===== src/rtl/sar_result_reader_pkg.sv =====
// Shared widths, FSM state encodings and a saturating-increment helper for the
// SAR result reader and its frame serializer.
package sar_pkg;
  localparam int N_BITS = 10;
  localparam int OVR_W  = 8;

  typedef enum logic [1:0] {L_IDLE, L_START, L_BUSY, L_GAP} launch_state_e;
  typedef enum logic [1:0] {S_IDLE, S_LOAD, S_SHIFT, S_END} ser_state_e;

  function automatic logic [OVR_W-1:0] sat_inc(input logic [OVR_W-1:0] v);
    return (v == '1) ? v : v + 1'b1;
  endfunction
endpackage


===== src/rtl/sar_result_reader_if.sv =====
// Bundle of the SAR-side handshake, SPI-style frame pins and status outputs.
interface sar_result_reader_if #(parameter int N_BITS = 10);
  logic                       enable;
  logic                       eoc;
  logic [N_BITS-1:0]          sar;
  logic                       cnvst;
  logic                       busy;
  logic                       cs_n;
  logic                       sclk_out;
  logic                       sdo;
  logic [N_BITS-1:0]          last_code;
  logic [sar_pkg::OVR_W-1:0]  overrun_cnt;
  logic                       timeout_flag;

  modport master (
    input  enable, eoc, sar,
    output cnvst, busy, cs_n, sclk_out, sdo, last_code, overrun_cnt, timeout_flag
  );
  modport slave (
    output enable, eoc, sar,
    input  cnvst, busy, cs_n, sclk_out, sdo, last_code, overrun_cnt, timeout_flag
  );
endinterface


===== src/rtl/sar_frame_serializer.sv =====
// Shifts one captured code out MSB first as a cs_n/sclk/sdo frame, followed by
// a fixed deselect gap; accepts a new word only while idle.
module sar_frame_serializer #(
  parameter int N_BITS   = 10,
  parameter int SCLK_DIV = 2
) (
  input  logic              clk,
  input  logic              rst,
  input  logic              load_i,
  input  logic [N_BITS-1:0] data_i,
  output logic              ready_o,
  output logic              cs_n_o,
  output logic              sclk_o,
  output logic              sdo_o
);
  import sar_pkg::*;

  localparam int PER   = 2 * SCLK_DIV;
  localparam int PER_W = $clog2(PER + 1);
  localparam int BIT_W = $clog2(N_BITS + 1);

  ser_state_e        state_q;
  logic [N_BITS-1:0] shreg_q;
  logic [PER_W-1:0]  per_q;
  logic [BIT_W-1:0]  bit_q;
  logic              cs_n_q, sclk_q, sdo_q;

  always_ff @(posedge clk) begin
    if (rst) begin
      state_q <= S_IDLE;
      cs_n_q  <= 1'b1;
      sclk_q  <= 1'b0;
      sdo_q   <= 1'b0;
      per_q   <= '0;
      bit_q   <= '0;
    end else begin
      case (state_q)
        S_IDLE: if (load_i) begin
          shreg_q <= data_i;
          sdo_q   <= data_i[N_BITS-1];
          cs_n_q  <= 1'b0;
          state_q <= S_LOAD;
        end
        S_LOAD: begin
          per_q   <= '0;
          bit_q   <= '0;
          state_q <= S_SHIFT;
        end
        S_SHIFT: begin
          // Outputs are registered, so each decision sets next cycle's pin values.
          if (per_q == PER_W'(PER - 1)) begin
            per_q  <= '0;
            sclk_q <= 1'b0;
            if (bit_q == BIT_W'(N_BITS - 1)) begin
              cs_n_q  <= 1'b1;
              sdo_q   <= 1'b0;
              state_q <= S_END;
            end else begin
              bit_q   <= bit_q + 1'b1;
              shreg_q <= shreg_q << 1;
              sdo_q   <= shreg_q[N_BITS-2];
            end
          end else begin
            per_q  <= per_q + 1'b1;
            sclk_q <= (per_q >= PER_W'(SCLK_DIV - 1));
          end
        end
        S_END: begin
          if (per_q == PER_W'(PER - 1)) state_q <= S_IDLE;
          else                          per_q   <= per_q + 1'b1;
        end
        default: state_q <= S_IDLE;
      endcase
    end
  end

  assign ready_o = (state_q == S_IDLE);
  assign cs_n_o  = cs_n_q;
  assign sclk_o  = sclk_q;
  assign sdo_o   = sdo_q;
endmodule


===== src/rtl/sar_result_reader.sv =====
// Paces SAR conversions, captures results into a one-entry hold buffer and
// hands them to the frame serializer; tracks overruns and hung conversions.
module sar_result_reader #(
  parameter int N_BITS      = sar_pkg::N_BITS,
  parameter int CONV_PERIOD = 64,
  parameter int SCLK_DIV    = 2,
  parameter int TIMEOUT     = 255
) (
  input logic               clk,
  input logic               rst,
  sar_result_reader_if.master bus
);
  import sar_pkg::*;

  localparam int PC_W = 10;
  localparam int BC_W = $clog2(TIMEOUT + 1);

  launch_state_e     l_state_q;
  logic [PC_W-1:0]   period_q;
  logic [BC_W-1:0]   busy_cnt_q;
  logic              cnvst_q, busy_q, tflag_q;
  logic [N_BITS-1:0] hold_q, last_code_q;
  logic              hold_vld_q, hold_vld_d;
  logic [OVR_W-1:0]  ovr_q, ovr_d;
  logic              capture, load, ser_ready;
  logic              cs_n_w, sclk_w, sdo_w;

  assign capture = bus.eoc && (l_state_q == L_BUSY);
  assign load    = hold_vld_q && ser_ready;

  always_ff @(posedge clk) begin
    if (rst) begin
      l_state_q  <= L_IDLE;
      cnvst_q    <= 1'b0;
      busy_q     <= 1'b0;
      tflag_q    <= 1'b0;
      period_q   <= '0;
      busy_cnt_q <= '0;
    end else begin
      if (period_q != '1) period_q <= period_q + 1'b1;
      case (l_state_q)
        L_IDLE: if (bus.enable) begin
          cnvst_q   <= 1'b1;
          period_q  <= '0;
          l_state_q <= L_START;
        end
        L_START: begin
          cnvst_q    <= 1'b0;
          busy_q     <= 1'b1;
          busy_cnt_q <= '0;
          l_state_q  <= L_BUSY;
        end
        L_BUSY: begin
          busy_cnt_q <= busy_cnt_q + 1'b1;
          if (bus.eoc) begin
            busy_q    <= 1'b0;
            l_state_q <= L_GAP;
          end else if (busy_cnt_q == BC_W'(TIMEOUT - 1)) begin
            busy_q    <= 1'b0;
            tflag_q   <= 1'b1;
            l_state_q <= L_GAP;
          end
        end
        L_GAP: if (period_q >= PC_W'(CONV_PERIOD - 1)) begin
          // A long conversion may already be past the period point: start at once.
          if (bus.enable) begin
            cnvst_q   <= 1'b1;
            period_q  <= '0;
            l_state_q <= L_START;
          end else begin
            l_state_q <= L_IDLE;
          end
        end
        default: l_state_q <= L_IDLE;
      endcase
    end
  end

  // A capture coinciding with a hand-off refills the freed slot, so it is not a drop.
  always_comb begin
    hold_vld_d = hold_vld_q;
    ovr_d      = ovr_q;
    if (capture) begin
      hold_vld_d = 1'b1;
      if (hold_vld_q && !load) ovr_d = sat_inc(ovr_q);
    end else if (load) begin
      hold_vld_d = 1'b0;
    end
  end

  always_ff @(posedge clk) begin
    if (rst) begin
      hold_vld_q  <= 1'b0;
      ovr_q       <= '0;
      last_code_q <= '0;
    end else begin
      hold_vld_q <= hold_vld_d;
      ovr_q      <= ovr_d;
      if (capture) last_code_q <= bus.sar;
    end
  end

  always_ff @(posedge clk) begin
    if (capture) hold_q <= bus.sar;
  end

  sar_frame_serializer #(.N_BITS(N_BITS), .SCLK_DIV(SCLK_DIV)) u_ser (
    .clk     (clk),
    .rst     (rst),
    .load_i  (load),
    .data_i  (hold_q),
    .ready_o (ser_ready),
    .cs_n_o  (cs_n_w),
    .sclk_o  (sclk_w),
    .sdo_o   (sdo_w)
  );

  assign bus.cnvst        = cnvst_q;
  assign bus.busy         = busy_q;
  assign bus.cs_n         = cs_n_w;
  assign bus.sclk_out     = sclk_w;
  assign bus.sdo          = sdo_w;
  assign bus.last_code    = last_code_q;
  assign bus.overrun_cnt  = ovr_q;
  assign bus.timeout_flag = tflag_q;
endmodule


===== src/flat_wrapper.sv =====
// flat-port wrapper written by rule: the top's interface ports become plain ports
module sar_result_reader_flat import sar_pkg::*;
#(
  parameter int N_BITS      = sar_pkg::N_BITS,
  parameter int CONV_PERIOD = 64,
  parameter int SCLK_DIV    = 2,
  parameter int TIMEOUT     = 255
)
  (clk, rst, bus_enable, bus_eoc, bus_sar, bus_cnvst, bus_busy, bus_cs_n, bus_sclk_out, bus_sdo, bus_last_code, bus_overrun_cnt, bus_timeout_flag);
  sar_result_reader_if #(.N_BITS(N_BITS)) bus_i ();
  input logic clk;
  input logic rst;
  input wire logic [$bits(bus_i.enable)-1:0] bus_enable;
  input wire logic [$bits(bus_i.eoc)-1:0] bus_eoc;
  input wire logic [$bits(bus_i.sar)-1:0] bus_sar;
  output wire logic [$bits(bus_i.cnvst)-1:0] bus_cnvst;
  output wire logic [$bits(bus_i.busy)-1:0] bus_busy;
  output wire logic [$bits(bus_i.cs_n)-1:0] bus_cs_n;
  output wire logic [$bits(bus_i.sclk_out)-1:0] bus_sclk_out;
  output wire logic [$bits(bus_i.sdo)-1:0] bus_sdo;
  output wire logic [$bits(bus_i.last_code)-1:0] bus_last_code;
  output wire logic [$bits(bus_i.overrun_cnt)-1:0] bus_overrun_cnt;
  output wire logic [$bits(bus_i.timeout_flag)-1:0] bus_timeout_flag;
  assign bus_i.enable = bus_enable;
  assign bus_i.eoc = bus_eoc;
  assign bus_i.sar = bus_sar;
  assign bus_cnvst = bus_i.cnvst;
  assign bus_busy = bus_i.busy;
  assign bus_cs_n = bus_i.cs_n;
  assign bus_sclk_out = bus_i.sclk_out;
  assign bus_sdo = bus_i.sdo;
  assign bus_last_code = bus_i.last_code;
  assign bus_overrun_cnt = bus_i.overrun_cnt;
  assign bus_timeout_flag = bus_i.timeout_flag;
  sar_result_reader #(.N_BITS(N_BITS), .CONV_PERIOD(CONV_PERIOD), .SCLK_DIV(SCLK_DIV), .TIMEOUT(TIMEOUT)) u_core (.clk(clk), .rst(rst), .bus(bus_i));
endmodule

===== config.mk =====
export PLATFORM = sky130hd
export DESIGN_NAME = sar_result_reader_flat
export DESIGN_NICKNAME = d
export VERILOG_FILES = /design/src/rtl/sar_result_reader_pkg.sv /design/src/rtl/sar_result_reader_if.sv /design/src/rtl/sar_frame_serializer.sv /design/src/rtl/sar_result_reader.sv /design/src/flat_wrapper.sv
export SDC_FILE = /design/constraint.sdc
export NUM_CORES = 1
export LEC_CHECK = 0
export CAP_MARGIN = 20
export CORE_ASPECT_RATIO = 1.5
export CORE_UTILIZATION = 30
export CTS_BUF_LIST = sky130_fd_sc_hd__clkbuf_8
export DETAILED_ROUTE_END_ITERATION = 12
export HOLD_SLACK_MARGIN = 0.02
export PLACE_DENSITY = 0.5
export SLEW_MARGIN = 25
export SYNTH_ARGS = -nofsm -noshare
export SYNTH_HDL_FRONTEND = slang
export SYNTH_SLANG_ARGS = --single-unit

===== constraint.sdc =====
create_clock -name clk -period 3 [get_ports clk]
set_clock_uncertainty 0.2 [all_clocks]
set_input_delay 0.6 -clock clk [delete_from_list [all_inputs] [get_ports clk]]
set_output_delay 0.6 -clock clk [all_outputs]
set_load 0.05 [all_outputs]

==> run summary, run 1 <==
Outcome: finished clean
Final setup fails: 0
Initial antenna violation count: 0
Grt total ovfl: 0
CTS tree: done
Max VDD drop: 0.000408 V
Root Driver: clkbuf_8
IO buf count: 37
# Max-Cap Violations: 0
DRC: 0
Sequential share of the synthesized area: 48.9%
Area contributors post-synth: dfxtp_1 32%, edfxtp_1 17%, ha_1 6.7%
CTS Buf Count: 9
IO Count: 38
Top Family by Delay on Critical Path: buffers and inverters
Primary FF master, synth: dfxtp_1
Clk sinks: 73
Most frequent cells after synthesis: 54 x dfxtp_1, 38 x nor2_1, 35 x nand2_1
Cell with the most instances after synthesis: dfxtp_1
CP Class: reg -> out
DR top layer: met4
Pin count of the biggest net entering global routing: 23
Class of the worst hold path: reg -> reg
Area of the mapped netlist: 0.00338 mm2
Slowest cell on crit path: clkdlybuf4s50_1
Leakage: 1.47 nW
CTS resizes: 0
Crit. End Element: output port
EDFF count, synth: 19
Worst path required time: 2200 ps
Post-DP HPWL: 4970 um
H-tree depth: 3
Setup TNS: 0 ps
Die Y-Extent: 132 um
Startpoint types: flop
Post-CTS Setup Bufs: 0
Area growth syn-to-layout: 23.6%
Slew Limit Fails: 0
First-pass GRT wire length: 11700 um
Number of global-route vias before repair: 2470
Die width: 88.7 um
Design area: 0.00418 mm2
Max Root-Sink Buffers: 2
Routed wire length per instance: 12.7 um
Yosys synthesis warning count: 0
Final Hold Vio Count: 0
Cells along the critical path: clkdlybuf4s50_1
Yosys cell types: 54
Worst-skew pair later-pin latency: 350 ps
Ant diodes: 0
Dominant cell type by area after synthesis: dfxtp_1
Mean Syn Cell Area: 9.89 um2
Routed WL: 6850 um
Share of cells above drive strength 1: 12.3%
Tightest Pin Transition: 527 ps
Total chip power: 2.93 mW
Syn_nets: 374
XOR/XNOR Fraction of Synth Area: 2.33%
DIE AREA: 0.0117 mm2
Placed inst area: 0.00394 mm2
Synthesized flop and latch total: 73
1st-pass router iterations: 4
WL met2: 3460 um
Post-synth top area share: 32.0%
CP peak stage delay: 850 ps
Remaining antenna violation count: 0
Number of DRC markers in iteration 0: 80
Vias/cell: 4.75
Crit path DAT: 1660 ps
Rows: 47
Post-synthesis adder-cell area fraction: 6.66%
Met1 WL: 3030 um
P per Cell Area: 701 mW/mm2
Fin crit share: 81.9%
RSZ-0062 raised after global routing: false
Worst slew margin: 64.8%
Gate Count Post-Synth: 342
Async set-reset flop share out of synthesis: 0%
Crit path buf inv count: 1
CP Max Fanout: 7
Min Hold Slack: 259 ps
Minimum clock period: 2460 ps
Total track usage: 13.0%
Hold_buf cts: 0
WL met3: 243 um
Post-layout util: 38.0%
# nets final: 418
Core Area: 0.0110 mm2
Clock Pin Slew Worst Setup and Hold Paths: 80 ps
Simple-gate area share of the yosys netlist: 19.4%
Fmax: 407 MHz
Mux cell area share after synthesis: 4.22%
Via count: 2554
Placer Congestion: 0.733
Main combinational cell family by area after synthesis: simple AND/OR/NAND/NOR gates
Synth Area in Compound Gates: 14.5%
Initial Util: 30.7%
[cell usage in the layout (no fill, tap or decap), types with 2 or more instances in the layout]
| master | instances |
|---|---|
| nand3_1 | 12 |
| bufinv_16 | 3 |
| nor3_1 | 5 |
| a21oi_1 | 29 |
| inv_1 | 21 |
| inv_6 | 2 |
| xor2_1 | 5 |
| nand2b_1 | 6 |
| mux2_1 | 2 |
| mux2i_1 | 3 |
| dfxtp_1 | 54 |
| clkdlybuf4s50_1 | 37 |
| nor4_1 | 4 |
| a31oi_1 | 5 |
| clkbuf_8 | 9 |
| nor2_1 | 38 |
| a21o_1 | 2 |
| a41oi_1 | 2 |
| a211oi_1 | 4 |
| o21ai_0 | 7 |
| mux2_2 | 8 |
| or3_1 | 4 |
| and3_1 | 3 |
| buf_4 | 8 |
| a211oi_2 | 3 |
| o31ai_1 | 2 |
| a221oi_1 | 2 |
| nor3_2 | 3 |
| a311oi_1 | 2 |
| nor2b_1 | 5 |
| xnor2_1 | 4 |
| edfxtp_1 | 19 |
| nand2_1 | 35 |
| nand4_1 | 5 |
| ha_1 | 18 |
[final cells by class]
cell class	instances	area, um2
fill	1144	6820
sequential	73	1650
multi-input combinational	237	1600
timing repair buffer	45	430
tap	147	184
clock buffer	9	124
clock inverter	7	119
inverter	20	75.1
[sequential cells by signal (all words and copies together), names as in the netlist]
register / count
u_core.u_ser.per_q: 3
u_core.u_ser.sdo_o: 1
u_core.hold_q: 10
u_core.bus.timeout_flag: 1
u_core.u_ser.bit_q: 4
u_core.u_ser.cs_n_o: 1
u_core.l_state_q: 2
u_core.u_ser.shreg_q: 9
u_core.bus.busy: 1
u_core.hold_vld_q: 1
u_core.period_q: 10
u_core.u_ser.sclk_o: 1
u_core.bus.last_code: 10
u_core.busy_cnt_q: 8
u_core.bus.overrun_cnt: 8
u_core.u_ser.state_q: 2
u_core.bus.cnvst: 1
[worst paths after layout]
path / to / slack (ps) / start / cells past startpoint
setup / recovery: bus_overrun_cnt[3] / 540 / u_core.bus.overrun_cnt[3]$_SDFFE_PP0P_ / 1
hold reg to reg: u_core.bus.last_code[0]$_SDFFE_PP0P_ / 260 / u_core.bus.last_code[0]$_SDFFE_PP0P_ / 2
hold / removal: u_core.bus.last_code[0]$_SDFFE_PP0P_ / 260 / u_core.bus.last_code[0]$_SDFFE_PP0P_ / 2
setup reg to reg: u_core.bus.overrun_cnt[6]$_SDFFE_PP0P_ / 770 / u_core.u_ser.state_q[0]$_SDFFE_PP0P_ / 6
[stage by stage]
stage               std cells  worst slack [ps]
floorplan                 342               538
global placement          522               451
detailed placement        522               417
CTS                       538               507
global route              538               450
finish                    538               544
[logic make-up (layout without fill, tap and decap cells)]
family	after synthesis	count (layout)
simple gates	128	128
buf+inv	32	81
mux	13	13
flops	73	73
fa+ha+maj	18	18
xor+xnor	9	9
compound gates	69	69
[layer usage]
layer  track usage, %  up-vias
met3             4.01        6
met2             21.7       30
met5                0        -
met1             15.4     1215
li1                 -     1303
met4             5.11        0
[where the power goes]
group          internal, mW  switching (mW)  total [mW]
Combinational         0.281           0.496       0.777
Clock                 0.555           0.386       0.941
Sequential             1.14          0.0728        1.21
[worst reg2reg max path: cells and delay by family (launching register included)]
family                   cells  cell delay, ps
buffers and inverters        1              80
flip-flops                   1             390
multiplexers                 1             320
AND/OR/NAND/NOR              2             400
adder cells (fa/ha/maj)      1             310
AO/OA/AOI/OAI                1             420
Note: power is estimated with default switching activity, not from simulation.
==> inputs of run 2 (changes only) <==
==> constraint.sdc (replaced) <==
create_clock -name clk -period 2.53 [get_ports clk]
set_clock_uncertainty 0.2 [all_clocks]
set_input_delay 0.506 -clock clk [delete_from_list [all_inputs] [get_ports clk]]
set_output_delay 0.506 -clock clk [all_outputs]
set_load 0.05 [all_outputs]
==> run 2 against run 1 <==
- sequential power grew 19%
- wire length rose by 0.89%
- utilization fell by 0.17 points
- critical path depth stayed put
- clock-buffer cell count rose by 1
- first-iteration DRC count down 39%
- worst setup slack got worse by 400 ps
- non-clock buffer count is 3 higher
- clock power down 7.3%
- design area down 0.45%
- via count increased by 0.27%
- flip-flop and latch count unchanged
==> run summary, run 2 (synthesis results as in run 1) <==
Final setup fails: 0 (unchanged)
DIE AREA: 0.0117 mm2 (unchanged)
Placed inst area: 0.00397 mm2 (was 0.00394 mm2)
First-pass GRT wire length: 11900 um (was 11700 um)
Worst path required time: 1820 ps (was 2200 ps)
Setup TNS: 0 ps (unchanged)
Number of global-route vias before repair: 2547 (was 2470)
IO buf count: 37 (unchanged)
Layout fillers: 1107 (was 1144)
H-tree depth: 3 (unchanged)
Sequential cell area: 0.00165 mm2 (unchanged)
CTS Buf Count: 9 (unchanged)
Top Family by Delay on Critical Path: buffers and inverters (unchanged)
Slowest cell on crit path: clkdlybuf4s50_1 (unchanged)
Core Area: 0.0110 mm2 (unchanged)
Worst-skew pair later-pin latency: 350 ps (about the same)
Max VDD drop: 0.000406 V (was 0.000408 V)
Fmax: 419 MHz
Final Hold Vio Count: 0 (unchanged)
P per Cell Area: 777 mW/mm2 (was 701 mW/mm2)
Routed WL: 6910 um (was 6850 um)
CTS resizes: 0 (unchanged)
Fin crit share: 94.2%
Dpl cells: 525 (was 522)
Die Y-Extent: 132 um (unchanged)
Post-layout util: 37.8% (was 38.0%)
Class of the worst hold path: reg -> reg (unchanged)
Outcome: finished clean (unchanged)
# Max-Cap Violations: 0 (unchanged)
Leakage: 1.46 nW (was 1.47 nW)
Routed wire length per instance: 12.8 um (was 12.7 um)
Post-CTS Setup Bufs: 0 (unchanged)
RSZ-0062 raised after global routing: false (unchanged)
Critical path depth: 1 (unchanged)
Grt total ovfl: 0 (unchanged)
Pin count of the biggest net entering global routing: 36 (was 23)
CP Max Fanout: 5 (was 7)
CP peak stage delay: 860 ps (was 850 ps)
Depth of the worst hold-timing path: 2 (unchanged)
HP Start: u_core.bus.last_code[1]$_SDFFE_PP0P_ (was u_core.bus.last_code[0]$_SDFFE_PP0P_)
DP Worst Slack: 185 ps (was 417 ps)
Number of DRC markers in iteration 0: 49 (was 80)
Crit path buf inv count: 1 (unchanged)
Area growth syn-to-layout: 23.1% (was 23.6%)
Setup crit start: u_core.bus.overrun_cnt[7]$_SDFFE_PP0P_ (was u_core.bus.overrun_cnt[3]$_SDFFE_PP0P_)
Min Hold Slack: 258 ps (was 259 ps)
# nets final: 421 (was 418)
Multi-input logic area: 0.00160 mm2 (unchanged)
Share of cells above drive strength 1: 13.2% (was 12.3%)
Remaining antenna violation count: 0 (unchanged)
Vias/cell: 4.73 (was 4.75)
Post-DP HPWL: 5030 um (was 4970 um)
Crit. End Element: output port (unchanged)
Rows: 47 (unchanged)
Startpoint types: flop (unchanged)
Initial antenna violation count: 0 (unchanged)
Crit path DAT: 1680 ps (was 1660 ps)
Placer Congestion: 0.759 (was 0.733)
Tightest Pin Transition: 533 ps (was 527 ps)
DRC: 0 (unchanged)
Total chip power: 3.23 mW (was 2.93 mW)
Most frequent cells in the layout: 54 x dfxtp_1, 38 x nor2_1, 37 x clkdlybuf4s50_1 (unchanged)
Fin cells: 541 (was 538)
Commonest non-fill, non-tap cell in the layout: dfxtp_1 (unchanged)
CP Class: reg -> out (unchanged)
Max Root-Sink Buffers: 2 (unchanged)
Ant diodes: 0 (unchanged)
Hold_buf cts: 0 (unchanged)
Slew Limit Fails: 0 (unchanged)
Design area: 0.00416 mm2 (was 0.00418 mm2)
Root Driver: clkbuf_8 (unchanged)
Worst Setup Slack, final: 146 ps (was 544 ps)
Clk sinks: 73 (unchanged)
IO Count: 38 (unchanged)
1st-pass router iterations: 4 (unchanged)
Die width: 88.7 um (unchanged)
Total track usage: 13.0% (about the same)
Cells along the critical path: clkdlybuf4s50_1 (unchanged)
Clock Pin Slew Worst Setup and Hold Paths: 80 ps (about the same)
Worst slew margin: 64.3% (was 64.8%)
Initial Util: 30.7% (unchanged)
Reg2reg start: u_core.u_ser.per_q[0]$_SDFFE_PP0P_ (was u_core.u_ser.state_q[0]$_SDFFE_PP0P_)
Minimum clock period: 2380 ps
FF-to-FF path depth: 6 (unchanged)
CTS tree: done (unchanged)
Via count: 2561 (was 2554)
run 2: worst paths after layout:
kind,end,slack (ps)
max reg2reg,u_core.u_ser.bit_q[3]$_SDFFE_PP0P_,390
min,u_core.bus.last_code[1]$_SDFFE_PP0P_,260
max,bus_overrun_cnt[7],150
min reg2reg,u_core.bus.last_code[1]$_SDFFE_PP0P_,260
run 2: per-layer routing:
metal	vias to the layer above	wire length (um)	global-route usage (%)
li1	1308	-	-
met1	1212	2910	14.6
met2	31	3640	22.6
met3	10	223	2.94
met4	0	130	6.36
met5	-	0	0
run 2: report_power, final:
| part | switching [mW] | leakage, nW | internal [mW] |
|---|---|---|---|
| clock network | 0.478 | 0.0870 | 0.394 |
| registers | 0.0889 | 0.609 | 1.35 |
| logic | 0.586 | 0.764 | 0.337 |
| total | 1.15 | 1.46 | 2.08 |
run 2: layout make-up:
| type | count | area share (%) |
|---|---|---|
| Timing Repair Buffer | 48 | 11.2 |
| Sequential cell | 73 | 39.7 |
| Clock buffer | 10 | 3.31 |
| Multi-Input combinational cell | 237 | 38.3 |
| Inverter | 20 | 1.80 |
| Tap cell | 147 | 4.42 |
| Clock inverter | 6 | 1.23 |
